--- config.mk ---
export PLATFORM = sky130hd
export DESIGN_NAME = uart_rx_fifo
export DESIGN_NICKNAME = d
export VERILOG_FILES = /design/src/rtl/uart_rx_fifo.sv
export SDC_FILE = /design/constraint.sdc
export NUM_CORES = 1
export LEC_CHECK = 0
export ABC_AREA = 0
export ABC_CLOCK_PERIOD_IN_PS = 7900
export BUFFER_PORTS_ARGS = -buffer_cell sky130_fd_sc_hd__buf_2
export CELL_PAD_IN_SITES_DETAIL_PLACEMENT = 1
export CELL_PAD_IN_SITES_GLOBAL_PLACEMENT = 2
export CORE_MARGIN = 10
export CORE_UTILIZATION = 50
export CTS_BUF_LIST = sky130_fd_sc_hd__clkbuf_8
export CTS_CLUSTER_SIZE = 20
export DETAILED_ROUTE_END_ITERATION = 8
export PLACE_DENSITY = 0.94
export SYNTH_ARGS = -nofsm -noshare
export SYNTH_HDL_FRONTEND = slang
export SYNTH_SLANG_ARGS = --single-unit
--- constraint.sdc ---
create_clock -name clk_i -period 7.9 [get_ports clk_i]
set_input_delay 1.185 -clock clk_i [delete_from_list [all_inputs] [get_ports clk_i]]
set_output_delay 1.185 -clock clk_i [all_outputs]
set_load 0.005 [all_outputs]
--- src/rtl/uart_rx_fifo.sv ---
// rtl/uart_rx_fifo.sv - receive buffer behind the UART receiver
// Captures {parity_err, data} on each rising edge of rx_done_i and serves it first-word-fall-through.
module uart_rx_fifo #(
  parameter int DATA_W = 8,
  parameter int DEPTH  = 16,
  localparam int CountWidth = $clog2(DEPTH) + 1
) (
  input  logic                  clk_i,
  input  logic                  rst_i,
  input  logic                  clear_i,
  input  logic                  rx_done_i,
  input  logic                  rx_parity_err_i,
  input  logic [DATA_W-1:0]     rx_data_i,
  output logic                  rd_valid_o,
  input  logic                  rd_ready_i,
  output logic [DATA_W-1:0]     rd_data_o,
  output logic                  rd_parity_err_o,
  output logic [CountWidth-1:0] count_o,
  output logic                  empty_o,
  output logic                  full_o,
  output logic                  overrun_o,
  input  logic                  overrun_clr_i
);

  localparam int PtrW = $clog2(DEPTH);

  logic                  r_done_d;
  logic [DATA_W:0]       r_mem [DEPTH];
  logic [PtrW-1:0]       r_wr_ptr;
  logic [PtrW-1:0]       r_rd_ptr;
  logic [CountWidth-1:0] r_count;
  logic                  r_overrun;

  logic w_wr_stb;
  logic w_pop;
  logic w_push;
  logic w_drop;

  assign w_wr_stb = rx_done_i & ~r_done_d;
  assign w_pop    = rd_valid_o & rd_ready_i;
  // A full buffer still accepts a character when the head leaves in the same cycle.
  assign w_push   = w_wr_stb & (~full_o | w_pop);
  assign w_drop   = w_wr_stb & full_o & ~w_pop;

  assign count_o    = r_count;
  assign empty_o    = (r_count == '0);
  assign full_o     = (r_count == CountWidth'(DEPTH));
  assign rd_valid_o = ~empty_o;
  assign overrun_o  = r_overrun;
  assign {rd_parity_err_o, rd_data_o} = r_mem[r_rd_ptr];

  always_ff @(posedge clk_i or posedge rst_i) begin
    if (rst_i) begin
      r_done_d <= 1'b0;
    end else begin
      r_done_d <= rx_done_i;
    end
  end

  always_ff @(posedge clk_i or posedge rst_i) begin
    if (rst_i) begin
      for (int i = 0; i < DEPTH; i++) begin
        r_mem[i] <= '0;
      end
    end else if (!clear_i && w_push) begin
      r_mem[r_wr_ptr] <= {rx_parity_err_i, rx_data_i};
    end
  end

  // clear_i outranks push, pop and overrun set; array contents are left as they are.
  always_ff @(posedge clk_i or posedge rst_i) begin
    if (rst_i) begin
      r_wr_ptr  <= '0;
      r_rd_ptr  <= '0;
      r_count   <= '0;
      r_overrun <= 1'b0;
    end else if (clear_i) begin
      r_wr_ptr  <= '0;
      r_rd_ptr  <= '0;
      r_count   <= '0;
      r_overrun <= 1'b0;
    end else begin
      if (w_push) begin
        r_wr_ptr <= r_wr_ptr + 1'b1;
      end
      if (w_pop) begin
        r_rd_ptr <= r_rd_ptr + 1'b1;
      end
      case ({w_push, w_pop})
        2'b10:   r_count <= r_count + 1'b1;
        2'b01:   r_count <= r_count - 1'b1;
        default: r_count <= r_count;
      endcase
      if (w_drop) begin
        r_overrun <= 1'b1;
      end else if (overrun_clr_i) begin
        r_overrun <= 1'b0;
      end
    end
  end

endmodule

==> impl_metrics.json, run 1 <==
{
  "status": "finished clean",
  "ir_worst_vdd_v": 0.000114,
  "yosysMostFrequentCell": "dfrtp_1",
  "place_hpwl_um": 11800,
  "grt_use_total": 0.184,
  "synth_top_cell_area_share": 0.530,
  "drc": 0,
  "place_ws_ns": 4.28,
  "timing_worst_slew_pin_value_ns": 1.05,
  "required_ns": 6.71,
  "max_clock_freq_mhz": 250,
  "finalSetupTns_ns": 0,
  "max_slew_margin": 0.302,
  "p_leak_uw": 0.00386,
  "syn_area_mm2": 0.00751,
  "yosysTopAreaCell": "dfrtp_1",
  "wire_per_inst_um": 24.4,
  "cp_cell_sequence": "buf_4, mux4_2, a22oi_1, nand2_1, buf_2",
  "rsz0062_at_grt": "false",
  "cp_data_arrival_time_ns": 2.82,
  "n_antenna_cell": 0,
  "synth.distinct_cells": 40,
  "clock_path_buffers": 2,
  "cts_tree": "done",
  "postRouteAntennaNets": 0,
  "dr.pass1.iters": 4,
  "synthToLayoutAreaGrowth_pct": 9.07,
  "ys_seq_area_frac": 0.530,
  "min_path_type": "flop to flop",
  "power.total_uw": 2010,
  "post_cts_buffers": 0,
  "synth-async-reset-ratio": 1.00,
  "postRouteWirelength_um": 17900,
  "layout-drive-gt1-share": 0.477,
  "gp_congestion": 0.756,
  "final_hold_viol_count": 0,
  "start_util": 0.513,
  "insertion_delay_ns": 0.46,
  "row_count": 44,
  "cp_slowest_stage_delay_ns": 0.59,
  "grt_pass1_vias": 4979,
  "cp_slowest_cell": "mux4_2",
  "finalCritPeriodShare": 0.507,
  "syn_inst": 512,
  "avgViaCountPerCell": 6.06,
  "grt_antenna_before_repair": 0,
  "cts.clk_slew.worst_paths_ns": 0.08,
  "startpoint_type": "flop",
  "n_fill_cell": 1409,
  "grt_first_pass_wirelength_um": 28500,
  "htree_levels": 4,
  "cap_violations": 0,
  "cts_inserted_buffers": 17,
  "powerDensity_mw_per_mm2": 245,
  "hold_buffers": 0,
  "grt-ovfl-total": 0,
  "nNetsFinal": 564,
  "io_pins": 33,
  "grt_max_degree": 83,
  "die_area_mm2": 0.0203,
  "cts.sinks": 159,
  "via_count": 4456,
  "post-route-util": 0.559,
  "drt-initial-drc-count": 248,
  "core_mm2": 0.0146,
  "die_h_um": 143,
  "clockRootBuffer": "clkbuf_8",
  "synth_warnings": 0,
  "synthFlopType": "dfrtp_1",
  "syn_nets": 536,
  "synth_area_per_cell_um2": 14.7,
  "period_minus_slack_ns": 4.01,
  "portBuffers": 32,
  "fp.dieW_um": 143,
  "end_kind": "output pin",
  "fin_ws_ns": 3.89,
  "post_cts_resized": 0,
  "yosys-top-cells-count": "159 x dfrtp_1, 140 x mux2_2, 36 x mux4_2",
  "setup_viol": 0,
  "finClkSkew_ns": 0.00690,
  "finalNonFillerCells": 735,
  "cp_max_fo": 30,
  "synth_edf_count": 0,
  "crit_type": "flop to output pin",
  "ys_ff_latch": 159,
  "slew_violations": 0,
  "dp.cells": 705,
  "ys_top_cells_by_area": "dfrtp_1 53%, mux2_2 21%, mux4_2 11%, a22oi_1 1.8%, ha_1 1.3%"
}
flip-flops by register name, indices dropped and copies added (netlist names):
register and count:
r_wr_ptr 4, count_o 5, r_done_d 1, overrun_o 1
r_mem 144, r_rd_ptr 4
where the power goes:
group | switching, µW | leakage, µW | total (µW) | internal, µW
clock network | 287 | 0.000199 | 570 | 283
registers | 57.0 | 0.00218 | 930 | 873
logic | 281 | 0.00149 | 509 | 228
layout by cell type (no fill, tap or decap), drive strengths merged, types with 3 or more instances in the layout:
cell type | synthesis | final
clkbuf | 18 | 22
nand2 | 16 | 16
nor2 | 36 | 36
a21oi | 5 | 5
o21ai | 4 | 4
mux2i | 4 | 4
xor2 | 5 | 5
o211ai | 5 | 5
mux2 | 147 | 147
mux4 | 36 | 36
dfrtp | 159 | 159
buf | 8 | 35
a22oi | 18 | 18
inv | 12 | 14
nand2b | 3 | 3
nor3 | 4 | 4
nor2b | 3 | 3
ha | 8 | 8
nand3 | 3 | 3
clkinv | 0 | 4
final timing paths:
check,startpoint,to,slack (ns),cells past startpoint
max in group asynchronous,rst_i,r_rd_ptr[0],5.54,3
setup reg to reg,count_o[0],count_o[4],4.97,9
hold / removal,r_mem[141],r_mem[141],0.49,1
setup / recovery,r_rd_ptr[0],rd_parity_err_o,3.89,5
hold reg to reg,r_mem[141],r_mem[141],0.49,1
min in group asynchronous,rst_i,count_o[1],0.84,2
critical path: cells and delay by family, from the launching register on:
family	cells	cell delay (ns)
buf+inv	2	0.74
mux	1	0.59
flops	1	0.55
compound gates	1	0.30
simple gates	1	0.15
metrics by stage:
step	area (µm²)	hold slack, ns
5_1_grt	8190	0.521
3_5_place_dp	7820	0.474
6_report	8190	0.493
4_1_cts	8190	0.496
2_1_floorplan	7510	0.453
3_3_place_gp	7820	0.463
metal layers:
layer	up-vias	share of wire	global-route usage
li1	1947	-	-
met1	2423	0.43	0.226
met2	66	0.53	0.314
met3	20	0.030	0.0381
met4	0	0.014	0.0668
met5	-	0	0
cell families after synthesis:
family,Yosys count,synth area share
buf+inv,38,0.0202
fa+ha+maj,9,0.0160
simple gates,72,0.0480
xor+xnor,7,0.00817
mux,187,0.334
flops,159,0.530
compound gates,40,0.0438
final cells by class:
class	count	area [µm²]	share of cell area
multi-input combinational	315	3380	0.412
clock buffer	22	303	0.0370
clock inverter	8	65.1	0.00795
timing repair buffer	35	183	0.0223
sequential	159	3980	0.486
inverter	12	50.0	0.00611
tap	184	230	0.0281
Power figures use the tool's default switching activity.
==> inputs of run 2 (changes only) <==
- ABC_AREA: 0 -> 1
- ABC_CLOCK_PERIOD_IN_PS: 7900 -> 3800
- CORE_UTILIZATION: 50 -> 39
- PLACE_DENSITY: 0.94 -> 0.9
- clock period: 7.9 -> 3.8 ns (I/O delays scaled with it)
==> run 2 against run 1 <==
Against the previous run:
- critical endpoint is now rd_data_o[3]
- largest cell class unchanged
- sequential share of layout area shrank 3.8 points
- cell count rose by 79%
- clock skew rose by 0.0069 ns
- total power rose by 130%
- die area is 32% higher
- highest routed layer unchanged
- global-route usage grew 1.1 points
- sequential power grew 110%
- critical path depth is 2 higher
==> impl_metrics.json, run 2 <==
{
  "finalCritPeriodShare": 0.815,
  "ys_top_cells_by_area": "dfrtp_1 49%, nand2_1 16%, nand3_1 7.7%, o21ai_0 4.6%, inv_1 3.4%",
  "dr.pass1.iters": 5,
  "max_clock_freq_mhz": 323,
  "wl_met1_um": 11700,
  "cts_tree": "done",
  "n_antenna_cell": 0,
  "avgViaCountPerCell": 5.32,
  "io_pins": 33,
  "regArea_mm2": 0.00398,
  "cp_slowest_cell": "dfrtp_2",
  "crit_start": "r_rd_ptr[1]",
  "yosys-top-cells-count": "335 x nand2_1, 159 x dfrtp_1, 125 x nand3_1",
  "timing_worst_slew_pin_value_ns": 1.08,
  "synth_area_per_cell_um2": 7.87,
  "cp_slowest_stage_delay_ns": 1.09,
  "end_kind": "output pin",
  "ys_ff_latch": 159,
  "cts.sinks": 159,
  "place_hpwl_um": 16400,
  "pwr-share-seq": 0.419,
  "ff2ff_setup_slack_ns": 1.38,
  "setup_viol": 0,
  "cp_cell_sequence": "buf_4, nor2_1, o21ai_0, nand3_1, nand3_1, nand2_1, buf_2",
  "finClkSkew_ns": 0.0138,
  "grt_antenna_before_repair": 0,
  "place_ws_ns": 1.22,
  "multi_input_area_mm2": 0.00352,
  "synth_warnings": 0,
  "critPathTopFamily": "flip-flops",
  "layout-drive-gt1-share": 0.116,
  "n_fill_cell": 2554,
  "drc": 0,
  "synth_edf_count": 0,
  "final_cell_mix": "335 x nand2_1, 157 x dfrtp_1, 125 x nand3_1, 74 x o21ai_0, 73 x inv_1",
  "top_register": "r_mem",
  "p_int_uw": 3010,
  "insertion_delay_ns": 0.45,
  "switching_power_uw": 1650,
  "crit_type": "flop to output pin",
  "min_path_type": "primary input to async pin",
  "cap_violations": 0,
  "power.share.switching": 0.355,
  "cp_common_cell": "nand3_1",
  "ys_seq_area_frac": 0.492,
  "wl_met3_um": 1200,
  "fin_ws_ns": 0.705,
  "core_mm2": 0.0203,
  "nNetsFinal": 1055,
  "post_cts_buffers": 0,
  "syn_area_mm2": 0.00809,
  "grt_max_degree": 127,
  "yosysMostFrequentCell": "nand2_1",
  "die_area_mm2": 0.0269,
  "drt-initial-drc-count": 576,
  "worstPathBufferInverterCount": 2,
  "topRoutingLayerUsed": "met4",
  "synthFlopType": "dfrtp_1",
  "fp.dieW_um": 164,
  "max_slew_margin": 0.280,
  "powerDensity_mw_per_mm2": 524,
  "grt-ovfl-total": 0,
  "via_count": 6981,
  "htree_levels": 4,
  "cts.clk_slew.worst_paths_ns": 0.09,
  "post_cts_resized": 0,
  "postRouteAntennaNets": 0,
  "clock_path_buffers": 2,
  "power_frac_comb": 0.272,
  "yosysTopAreaCell": "dfrtp_1",
  "status": "finished clean",
  "cts_inserted_buffers": 17,
  "startpoint_type": "flop",
  "p_leak_uw": 0.00447,
  "grt_use_total": 0.195,
  "syn_nets": 1053,
  "synth-async-reset-ratio": 1.00,
  "grt_first_pass_wirelength_um": 41300,
  "die_h_um": 164,
  "finalSetupTns_ns": 0,
  "gp_congestion": 0.822,
  "syn_inst": 1029,
  "rsz0062_at_grt": "false",
  "portBuffers": 32,
  "ir_worst_vdd_v": 0.000294,
  "synthToLayoutAreaGrowth_pct": 9.89,
  "period_minus_slack_ns": 3.10,
  "cp_data_arrival_time_ns": 2.53,
  "hold_buffers": 0,
  "pwr-share-clk": 0.308,
  "r2r-start": "count_o[1]",
  "cp_max_fo": 51,
  "required_ns": 3.23,
  "grt_pass1_vias": 7321,
  "wl_met2_um": 12100,
  "clockRootBuffer": "clkbuf_8",
  "row_count": 52,
  "synth_top_cell_area_share": 0.492,
  "slew_violations": 0,
  "final_common_cell": "nand2_1",
  "start_util": 0.399,
  "largest_register_ffs": 144,
  "wire_per_inst_um": 19.4,
  "synth.distinct_cells": 35,
  "postRouteWirelength_um": 25400,
  "final_hold_viol_count": 0
}
[run 2: changes by cell type after synthesis, sizes merged, moves of 31 or more]
| cell | previous run | this run |
|---|---|---|
| nand3 | 3 | 129 |
| a21oi | 5 | 38 |
| mux2 | 147 | 0 |
| o21ai | 4 | 75 |
| nand2 | 16 | 345 |
| mux4 | 36 | 0 |
| inv | 12 | 81 |
| nor2 | 36 | 84 |
| o211ai | 5 | 36 |
[run 2: kinds of logic after synthesis]
kind of cell	count (synthesis)	synth area share
AOI/OAI and AO/OA	150	0.106
buffers and inverters	143	0.0731
DFF	159	0.492
and+or+nand+nor	566	0.312
adders and majority gates	9	0.0148
xor gates and xnor gates	2	0.00216
[run 2: area by class of cell]
cell class,count,area share
flip-flops and latches,159,0.448
repair buffers,44,0.0324
inverters,82,0.0353
clock inverters,10,0.0179
multi-input cells,727,0.396
clock buffers,21,0.0325
well taps,270,0.0380
[run 2: final timing paths]
path                                endpoint  cells past startpoint
max in group asynchronous         r_mem[103]                      3
worst min register to register    r_mem[103]                      2
min in group clk_i                  r_done_d                      1
worst max-delay path            rd_data_o[3]                      7
worst min-delay path               r_mem[64]                      2
worst max register to register    count_o[4]                     13
[run 2: power groups by stage]
stage	logic (µW)	clock network, µW	registers [µW]
after global routing	1440	1550	1970
after detailed placement	1270	0	1980
after floorplan	881	0	1920
after global placement	1250	0	1980
final	1270	1440	1950
after CTS	1280	1480	1950
[run 2: worst reg2reg max path, delay by kind of cell, from the launching register on]
family	cells	cell delay, ns
and+or+nand+nor	10	1.15
DFF	1	0.45
buffers and inverters	1	0.18
AOI/OAI and AO/OA	1	0.20
adders and majority gates	1	0.35
[run 2: metrics by stage]
stage / power [µW] / util / instances / cell area [µm²] / hold slack [ns]
2_1_floorplan: 2800 / - / 1029 / 8100 / 0.437
3_3_place_gp: 3230 / 0.416 / 1282 / 8450 / 0.448
3_5_place_dp: 3260 / 0.416 / 1282 / 8450 / 0.456
4_1_cts: 4710 / 0.438 / 1313 / 8890 / 0.0299
5_1_grt: 4960 / 0.438 / 1313 / 8890 / 0.0306
6_report: 4660 / 0.438 / 1313 / 8890 / 0.0521
[run 2: routing by layer]
layer | vias to the layer above | GRT usage
met5 | - | 0
met2 | 127 | 0.316
li1 | 3312 | -
met1 | 3520 | 0.263
met3 | 22 | 0.0395
met4 | 0 | 0.0475
